**src/rtl/acc_stack_unit.sv**
```systemverilog
// Accumulator with integrated ALU, registered {V,C,N,Z} flags and a LIFO shadow
// stack that saves/restores {acc, flags} for call and interrupt context.
module acc_stack_unit #(
    parameter int WIDTH = 16,
    parameter int DEPTH = 4,
    parameter int CNT_W = $clog2(DEPTH + 1)
) (
    input  logic             clock_i,
    input  logic             rst_n_i,
    input  logic             en_i,
    input  logic [2:0]       op_i,
    input  logic [WIDTH-1:0] data_i,
    input  logic             push_i,
    input  logic             pop_i,
    input  logic             clr_err_i,
    output logic [WIDTH-1:0] acc_o,
    output logic [3:0]       flags_o,
    output logic [CNT_W-1:0] depth_o,
    output logic             full_o,
    output logic             empty_o,
    output logic [1:0]       err_o
);
    localparam int MSB = WIDTH - 1;
    localparam int AW  = (DEPTH > 1) ? $clog2(DEPTH) : 1;

    typedef enum logic [2:0] {
        OP_NOP, OP_LOAD, OP_ADD, OP_SUB, OP_AND, OP_OR, OP_XOR, OP_SRA
    } op_e;

    typedef struct packed {
        logic [WIDTH-1:0] acc;
        logic [3:0]       flags;
    } ctx_t;

    logic [WIDTH-1:0] acc_q, acc_d;
    logic [3:0]       flags_q, flags_d;
    logic [CNT_W-1:0] depth_q;
    logic [1:0]       err_q;
    ctx_t             stack_mem [2**AW];

    logic             full, empty;
    logic             push_ok, pop_ok, push_err, pop_err, op_exec;
    logic [AW-1:0]    wr_idx, rd_idx;
    logic [WIDTH:0]   sum, diff;
    logic [WIDTH-1:0] res;
    logic             c_new, v_new;

    assign full    = (depth_q == CNT_W'(DEPTH));
    assign empty   = (depth_q == '0);

    // Simultaneous push and pop is a control error: neither happens.
    assign push_ok  = push_i && !pop_i && !full;
    assign pop_ok   = pop_i && !push_i && !empty;
    assign push_err = push_i && (pop_i || full);
    assign pop_err  = pop_i && (push_i || empty);
    // Any pop request, successful or not, takes priority over the ALU op.
    assign op_exec  = en_i && (op_i != OP_NOP) && !pop_i;

    assign wr_idx  = depth_q[AW-1:0];
    assign rd_idx  = AW'(depth_q - CNT_W'(1));

    // NOTE: every variable written here gets a default first so no latch is inferred.
    always_comb begin
        sum   = {1'b0, acc_q} + {1'b0, data_i};
        diff  = {1'b0, acc_q} - {1'b0, data_i};
        res   = acc_q;
        c_new = flags_q[2];
        v_new = flags_q[3];
        case (op_e'(op_i))
            OP_LOAD: res = data_i;
            OP_ADD: begin
                res   = sum[MSB:0];
                c_new = sum[WIDTH];
                v_new = (acc_q[MSB] == data_i[MSB]) && (res[MSB] != acc_q[MSB]);
            end
            OP_SUB: begin
                res   = diff[MSB:0];
                c_new = diff[WIDTH];
                v_new = (acc_q[MSB] != data_i[MSB]) && (res[MSB] != acc_q[MSB]);
            end
            OP_AND: begin res = acc_q & data_i; c_new = 1'b0; v_new = 1'b0; end
            OP_OR:  begin res = acc_q | data_i; c_new = 1'b0; v_new = 1'b0; end
            OP_XOR: begin res = acc_q ^ data_i; c_new = 1'b0; v_new = 1'b0; end
            OP_SRA: begin
                res   = {acc_q[MSB], acc_q[MSB:1]};
                c_new = acc_q[0];
                v_new = 1'b0;
            end
            default: ;
        endcase
    end

    always_comb begin
        acc_d   = acc_q;
        flags_d = flags_q;
        if (pop_ok) begin
            {acc_d, flags_d} = stack_mem[rd_idx];
        end else if (op_exec) begin
            acc_d   = res;
            flags_d = {v_new, c_new, res[MSB], (res == '0)};
        end
    end

    // NOTE: stack storage has no reset; its contents are meaningless while depth is 0.
    always_ff @(posedge clock_i) begin
        if (push_ok) stack_mem[wr_idx] <= {acc_q, flags_q};
    end

    // NOTE: sequential state uses non-blocking assignments so all registers update together.
    always_ff @(posedge clock_i or negedge rst_n_i) begin
        if (!rst_n_i) begin
            acc_q   <= '0;
            flags_q <= 4'b0001;
            depth_q <= '0;
            err_q   <= '0;
        end else begin
            acc_q   <= acc_d;
            flags_q <= flags_d;
            if (push_ok)     depth_q <= depth_q + CNT_W'(1);
            else if (pop_ok) depth_q <= depth_q - CNT_W'(1);
            // A new error event wins over a coincident clear.
            err_q   <= (clr_err_i ? 2'b00 : err_q) | {push_err, pop_err};
        end
    end

    assign acc_o   = acc_q;
    assign flags_o = flags_q;
    assign depth_o = depth_q;
    assign full_o  = full;
    assign empty_o = empty;
    assign err_o   = err_q;

endmodule

```
**config.mk**
```make
export PLATFORM = sky130hd
export DESIGN_NAME = acc_stack_unit
export DESIGN_NICKNAME = d
export VERILOG_FILES = /design/src/rtl/acc_stack_unit.sv
export SDC_FILE = /design/constraint.sdc
export NUM_CORES = 1
export LEC_CHECK = 0
export CAP_MARGIN = 10
export CORE_ASPECT_RATIO = 2
export CORE_MARGIN = 5
export CORE_UTILIZATION = 40
export CTS_BUF_LIST = sky130_fd_sc_hd__clkbuf_2 sky130_fd_sc_hd__clkbuf_4 sky130_fd_sc_hd__clkbuf_8
export CTS_CLUSTER_SIZE = 28
export DETAILED_ROUTE_END_ITERATION = 8
export SLEW_MARGIN = 20
export SYNTH_ARGS = -nofsm -noshare
export SYNTH_HDL_FRONTEND = slang
export SYNTH_SLANG_ARGS = --single-unit
```
**constraint.sdc**
```tcl
create_clock -name clock_i -period 8.53 [get_ports clock_i]
set_input_delay 1.2795 -clock clock_i [delete_from_list [all_inputs] [get_ports clock_i]]
set_output_delay 1.2795 -clock clock_i [all_outputs]
set_load 0.005 [all_outputs]
```
==> metrics.csv <==
metric,value,unit
die_area,21200,µm²
async_flop_share,23.8,%
yosys.area.top_type,edfxtp_1,
route.detailed.drc,0,
grt_overflow,0,
syn_nets,798,
cp_data_arrival_time,5.03,ns
register_area,3030,µm²
syn_area,7300,µm²
synth_top_family_by_area,compound AO/OA/AOI/OAI gates,
fillers,1692,
nets,830,
period_needed,4.74,ns
htreeDepth,3,
synth_edf_count,80,
path_class,in -> reg,
max_freq,211,MHz
postCtsHoldBufs,0,
postCtsSetupBuffers,0,
post_cts_resize_count,0,
multi_input_area,3880,µm²
final.period_utilization,55.6,%
grt_pass1_wl,33900,µm
wire_per_inst,22.4,µm
setup-tns-final,0,ns
r2r_cells,13,
drtPass1Iterations,5,
path_max_fanout,4,
viasPerCell,6.04,
antenna_found_initial,0,
relSlewSlack,29.2,%
synthCells,714,
drt_wl_total,21700,µm
clockRootBuffer,clkbuf_8,
post_synth_num_cell_types,74,
synth_common_cells,"edfxtp_1, nand2_1, ha_1, inv_1, a21oi_1",
dp_cells,951,
ys_seq_area_share,41.5,%
synth_top_area_share,32.9,%
drive_gt1_share,9.19,%
yosys-top-cells-area,"edfxtp_1, ha_1, dfrtp_1",
ys_ff_latch,105,
skew,0.0114,ns
cts_tree,yes,
synth_adder_area_share,10.3,%
grt_max_degree,57,
area_growth,13.2,%
worst_pin_slew,1.06,ns
yosysWarnings,0,
hp-class,reg -> reg,
port_buffers,51,
io_pins,52,
final_cells,967,
avgSynthCellArea,10.2,µm²
die_x,106,µm
p_total,2670,µW
cap_viol_max_count,0,
synth_most_common_cell,edfxtp_1,
synth_compound_area_share,20.8,%
drt_iter0_drc,379,
core_area,18100,µm²
leakage,0.00322,µW
numCtsBuffers,9,
first_global_vias,6115,
synth-xor-area-share,0.960,%
clock_sinks,105,
ant_nets,0,
grt_usage,20.6,%
outcome,completed,
synthMuxAreaShare,8.93,%
place_congestion,0.981,
drv_slew,0,
dp_hpwl,16200,µm
clk_latency,0.37,ns
worstHoldPathCells,1,
dr_total_vias,5845,
startpoint_type,input pin,
crit_path_end_kind,flop,
initial_core_util,40.3,%
cts_buffer_depth,2,
vdd_drop_max,0.0936,mV
rows,70,
rsz0062_at_grt,no,
diodes,0,
yosys.area_share.simple,12.1,%
powerDensity,323,nW/µm²
synthFlopType,edfxtp_1,
setup_viol,0,
die-height,201,µm
required,8.82,ns
hold_violations,0,
clkSlewWorstSetupHoldPaths,0.10,ns
## metrics by stage
step | utilization (%) | worst slack [ns] | instance area, µm² | hold WS, ns
2_1_floorplan | - | 4.41 | 7300 | 0.504
3_3_place_gp | 43.9 | 3.49 | 7950 | 0.513
3_5_place_dp | 44.1 | 3.44 | 8000 | 0.533
4_1_cts | 45.6 | 3.85 | 8260 | 0.548
5_1_grt | 45.6 | 3.65 | 8260 | 0.576
6_report | 45.6 | 3.79 | 8260 | 0.541
## critical path: stages
cell             delay, ns
clkdlybuf4s50_1       0.53
inv_1                 0.14
ha_1                  0.36
a211oi_1              0.50
o21ba_2               0.22
a221oi_1              0.07
a221oi_1              0.50
a21oi_1               0.17
a2111oi_0             0.43
o211ai_1              0.20
a2111oi_2             0.24
o2111ai_1             0.18
o31ai_2               0.21
## path summary, 6_finish.rpt
kind | from | endpoint | slack, ns
max | data_i[1] | flags_o[0] | 3.79
min reg2reg | depth_o[2] | depth_o[2] | 0.54
max reg2reg | acc_o[0] | flags_o[0] | 4.51
max in group asynchronous | rst_n_i | flags_o[0] | 6.93
min | depth_o[2] | depth_o[2] | 0.54
min in group asynchronous | rst_n_i | depth_o[0] | 1.28
## routing by layer
metal / track usage [%] / up-vias / routed length (µm)
met4: 12.1 / 0 / 1220
met1: 21.7 / 2879 / 7880
met5: 0 / - / 0
met3: 1.96 / 56 / 726
met2: 38.7 / 193 / 11900
li1: - / 2717 / -
## power breakdown
group          internal, µW  switching, µW
registers               714            181
logic                   611            775
clock network           225            166
total                  1550           1120
## cells in the final DEF (no fill, tap or decap), drive strengths merged, types with 14 or more instances in the layout
cell / synthesis / layout
nand2b: 14 / 14
a22oi: 15 / 15
dfrtp: 24 / 24
inv: 56 / 57
clkdlybuf4s50: 0 / 49
o21ai: 49 / 49
mux4: 23 / 23
nand2: 61 / 61
ha: 57 / 57
edfxtp: 80 / 80
nor2: 50 / 50
a21oi: 49 / 49
## state kept, by name (all words and copies together) (netlist names)
signal,flops
depth_o,3
stack_mem,80
flags_o,4
err_o,2
acc_o,16
## area by class of cell
type / instances / share of cell area [%]
clock inverter: 7 / 1.71
inverter: 56 / 2.54
timing repair buffer: 62 / 7.39
sequential: 105 / 36.7
clock buffer: 9 / 1.50
tap: 216 / 3.27
multi-input combinational: 512 / 46.9
## kinds of logic (layout without fill, tap and decap cells)
group	after synthesis	in the layout
buffers and inverters	97	134
AO/OA/AOI/OAI	224	224
XOR/XNOR	8	8
adder cells (fa/ha/maj)	59	59
multiplexers	36	36
flip-flops	105	105
AND/OR/NAND/NOR	185	185
No activity file was read; power rests on OpenSTA's default activity.
==> RTL edit 1, RTL diff (config.mk and constraints unchanged) <==
Make the reset (`rst_n_i`) synchronous in one clocked block.
--- a/src/rtl/acc_stack_unit.sv
+++ b/src/rtl/acc_stack_unit.sv
@@ -107,7 +107,7 @@
     end
 
     // NOTE: sequential state uses non-blocking assignments so all registers update together.
-    always_ff @(posedge clock_i or negedge rst_n_i) begin
+    always_ff @(posedge clock_i) begin
         if (!rst_n_i) begin
             acc_q   <= '0;
             flags_q <= 4'b0001;
Formal check against the unedited RTL: differs if rst_n_i is asserted again (counterexample within 4 cycles, from zero or initial values and one cycle with rst_n_i low); with rst_n_i held inactive, the same outputs for 10 cycles.
==> RTL edit 1 against the original RTL <==
  * Wire length is 18% higher
  * Synthesized area is 2.6% higher
  * Synthesized cell count is 6.6% higher
  * Sequential cell count stayed put
  * First-iteration DRC count is 11% higher
  * Final area is 1.4% higher
  * Global-route usage is 2.6 points higher
  * Setup slack worse by 0.63 ns
  * Count of clock-buffer cells in the layout is 2 higher
  * Highest routed layer unchanged
Power is not compared: it rests on default switching activity, and its combinational part moved more than twofold at a synthesized area within 25%.
==> RTL edit 1: results <==
{
  "status": "finished clean",
  "hpwl_mm": 19.6,
  "wl_per_cell_um": 25.4,
  "grt_pass1_vias": 6627,
  "grt_max_degree": 46,
  "synth_nets": 845,
  "ys_top_cells_by_count": "80 x edfxtp_1, 72 x nor2_1, 57 x ha_1, 53 x inv_1, 52 x nand2_1",
  "drive_gt1_share_pct": 8.33,
  "pre_cts_slack_ns": 2.99,
  "final-nonclk-buf-share_pct": 6.99,
  "rr_worst_depth": 11,
  "clock_buffers": 11,
  "nMultiInputCombCells": 557,
  "clock_area_share_pct": 2.67,
  "fin_skew_ns": 0.0137,
  "multiInputGateArea_um2": 4190,
  "grt_pass1_wl_mm": 38.1,
  "buffers": 59,
  "dpl_cell_area_um2": 8150,
  "die_x_um": 107,
  "synthDistinctLibCells": 67,
  "viasPerCell": 6.51,
  "grt.total_usage_pct": 23.2,
  "inverters": 55,
  "hold_depth": 2,
  "drtIter0Drc": 422,
  "final_nets": 871,
  "flops_and_latches": 105,
  "crit_arrival_ns": 5.65,
  "yosys-top-cells-area": "edfxtp_1 32%, ha_1 9.5%, mux4_2 7.2%",
  "critical-path-max-stage-delay_ns": 0.93,
  "crit_fanout": 32,
  "ys_async_sr_fraction_pct": 0,
  "worstMarginPinSlew_ns": 1.07,
  "synth-seq-area-share_pct": 38.8,
  "nFillCells": 1763,
  "regArea_um2": 2900
}
RTL edit 1: cell types whose count changed after synthesis, moves of 6 or more:
cell / before / now
o21ai_0: 47 / 38
clkbuf_1: 19 / 25
nand2_1: 61 / 52
dfxtp_1: 0 / 25
dfrtp_1: 24 / 0
o221a_2: 0 / 6
nor3_1: 6 / 21
nor2_1: 48 / 72
a211oi_1: 12 / 20
RTL edit 1: final timing paths:
check	to	slack [ns]	startpoint
worst min-delay path	err_o[1]	0.48	err_o[1]
worst max register to register	flags_o[0]	3.91	acc_o[6]
worst min register to register	err_o[1]	0.48	err_o[1]
worst max-delay path	flags_o[0]	3.16	op_i[2]
RTL edit 1: kinds of logic (layout without fill, tap and decap cells):
group / Yosys count / count (layout) / share of synthesized area, %
buffers and inverters: 99 / 130 / 5.46
DFF: 105 / 105 / 38.8
xor gates and xnor gates: 2 / 2 / 0.234
AOI/OAI and AO/OA: 235 / 235 / 22.1
muxes: 34 / 34 / 8.60
and+or+nand+nor: 227 / 227 / 14.8
adders and majority gates: 59 / 59 / 10.1
RTL edit 1: layer usage:
metal  GRT usage (%)  routed length (um)
met5               0                   0
met4            19.6                2410
met3            2.41                1040
met2            42.3               13400
met1            22.9                8780
RTL edit 1: power by group through the flow:
| stage | Clock (mW) | Sequential, mW | Combinational [mW] |
|---|---|---|---|
| floorplan | 0 | 0.618 | 0.293 |
| global placement | 0 | 0.631 | 0.442 |
| detailed placement | 0 | 0.634 | 0.447 |
| CTS | 0.343 | 0.622 | 0.448 |
| global route | 0.363 | 0.626 | 0.484 |
| finish | 0.339 | 0.622 | 0.453 |
RTL edit 1: through the flow:
step / util [%] / instances
finish: 45.5 / 1008
global route: 45.5 / 1008
CTS: 45.5 / 1008
detailed placement: 44.3 / 992
global placement: 44.1 / 990
floorplan: - / 761
==> RTL edit 2, RTL diff (same settings) <==
Without the edit above. Change the parameter `DEPTH` from 4 to 16.
--- a/src/rtl/acc_stack_unit.sv
+++ b/src/rtl/acc_stack_unit.sv
@@ -2,7 +2,7 @@
 // stack that saves/restores {acc, flags} for call and interrupt context.
 module acc_stack_unit #(
     parameter int WIDTH = 16,
-    parameter int DEPTH = 4,
+    parameter int DEPTH = 16,
     parameter int CNT_W = $clog2(DEPTH + 1)
 ) (
     input  logic             clock_i,
Interface: changed (resized depth_o); port bits go from 52 to 54. No check against the original RTL was run, so the function may have changed too.
==> RTL edit 2 against the original RTL <==
  * Global-route usage rose by 0.21 points
  * Power grew 150%
  * Wire length up 130%
  * Sequential cell count increased by 242
  * Core utilization is 0.11 points higher
  * Setup slack got worse by 0.13 ns
  * Synthesized area up 130%
  * Final area grew 130%
  * Fmax down 2.7%
  * Final cell count grew 86%
  * Critical endpoint unchanged
  * Largest cell class is now registers
  * Largest power group unchanged
==> RTL edit 2: results <==
{
  "grt_max_degree": 55,
  "cts_buffer_depth": 3,
  "clkTransAtPathRegs_ns": 0.07,
  "multi_input_area_share_pct": 32.2,
  "muxShareOfSynthArea_pct": 13.4,
  "drive_gt1_share_pct": 20.5,
  "htree_levels": 2,
  "slew_headroom_pct": 19.4,
  "ys_top_cells_by_count": "320 x edfxtp_1, 90 x mux4_2, 69 x nor2_1, 57 x nand2_1, 55 x ha_1",
  "clock_area_share_pct": 4.82,
  "ys_async_sr_fraction_pct": 7.78,
  "fin_skew_ns": 0.0255,
  "synth_fa_ha_area_share_pct": 4.33,
  "dp.cells": 1712,
  "synth_nets": 1225,
  "grt_pass1_vias": 11217,
  "critical-path-max-stage-delay_ns": 0.75,
  "clock_buffers": 68,
  "p_leak_nw": 6.58,
  "slowest_stage": "nor4b_1",
  "synth-main-ff-cell": "edfxtp_1",
  "drtIter0Drc": 776,
  "hp-class": "reg2reg",
  "inverters": 54,
  "cts_buffers": 45,
  "via_count": 10784,
  "nFillCells": 3684,
  "nMultiInputCombCells": 675,
  "crit_fanout": 16,
  "syn_inst": 1143,
  "multiInputGateArea_um2": 6140,
  "cts_sinks": 347,
  "dpl_cell_area_um2": 18200,
  "drt-total-wl_mm": 48.9,
  "synth_edf_count": 320,
  "clock_latency_ns": 0.57,
  "final_nets": 1301,
  "synth_compound_area_share_pct": 10.4,
  "buffers": 96,
  "synth-xor-area-share_pct": 0.625,
  "grt_pass1_wl_mm": 71.9,
  "pre_cts_slack_ns": 3.20,
  "grt.total_usage_pct": 20.8,
  "synth-seq-area-share_pct": 61.1,
  "largest_register_ff_count": 320,
  "hpwl_mm": 32.6,
  "final_util_pct": 45.7,
  "gp_congestion": 1.01,
  "regArea_um2": 10300,
  "antennaDiodeCount": 1,
  "ir_drop_mv": 0.193,
  "io_buffers": 53,
  "antenna_found_initial": 1,
  "yosys-top-cells-area": "edfxtp_1 57%, mux4_2 12%, ha_1 4.1%",
  "instances_no_fill": 1794,
  "status": "finished clean",
  "synthDistinctLibCells": 73,
  "final-nonclk-buf-share_pct": 4.46
}
[RTL edit 2: worst paths after layout]
kind	from	end	cells past startpoint	slack (ns)
worst max-delay path	data_i[10]	flags_o[0]	12	3.66
worst min-delay path	err_o[1]	err_o[1]	2	0.53
worst max register to register	depth_o[0]	acc_o[2]	10	4.36
worst min register to register	err_o[1]	err_o[1]	2	0.53
max in group asynchronous	rst_n_i	depth_o[0]	2	7.03
min in group asynchronous	rst_n_i	depth_o[3]	2	1.14
[RTL edit 2: power by group]
group	total (mW)	switching, mW	leakage, nW	internal (mW)
Combinational	2.96	1.70	2.86	1.26
Sequential	2.44	0.217	3.22	2.23
Clock	1.24	0.595	0.496	0.648
Total	6.65	2.51	6.58	4.13
[RTL edit 2: metal layers]
layer	GRT usage, %	part of all wire (%)	up-vias
met5	0	0	-
met2	38.8	55	406
met4	11.4	5.7	0
li1	-	-	4675
met1	22.7	35	5560
met3	2.13	4.3	143
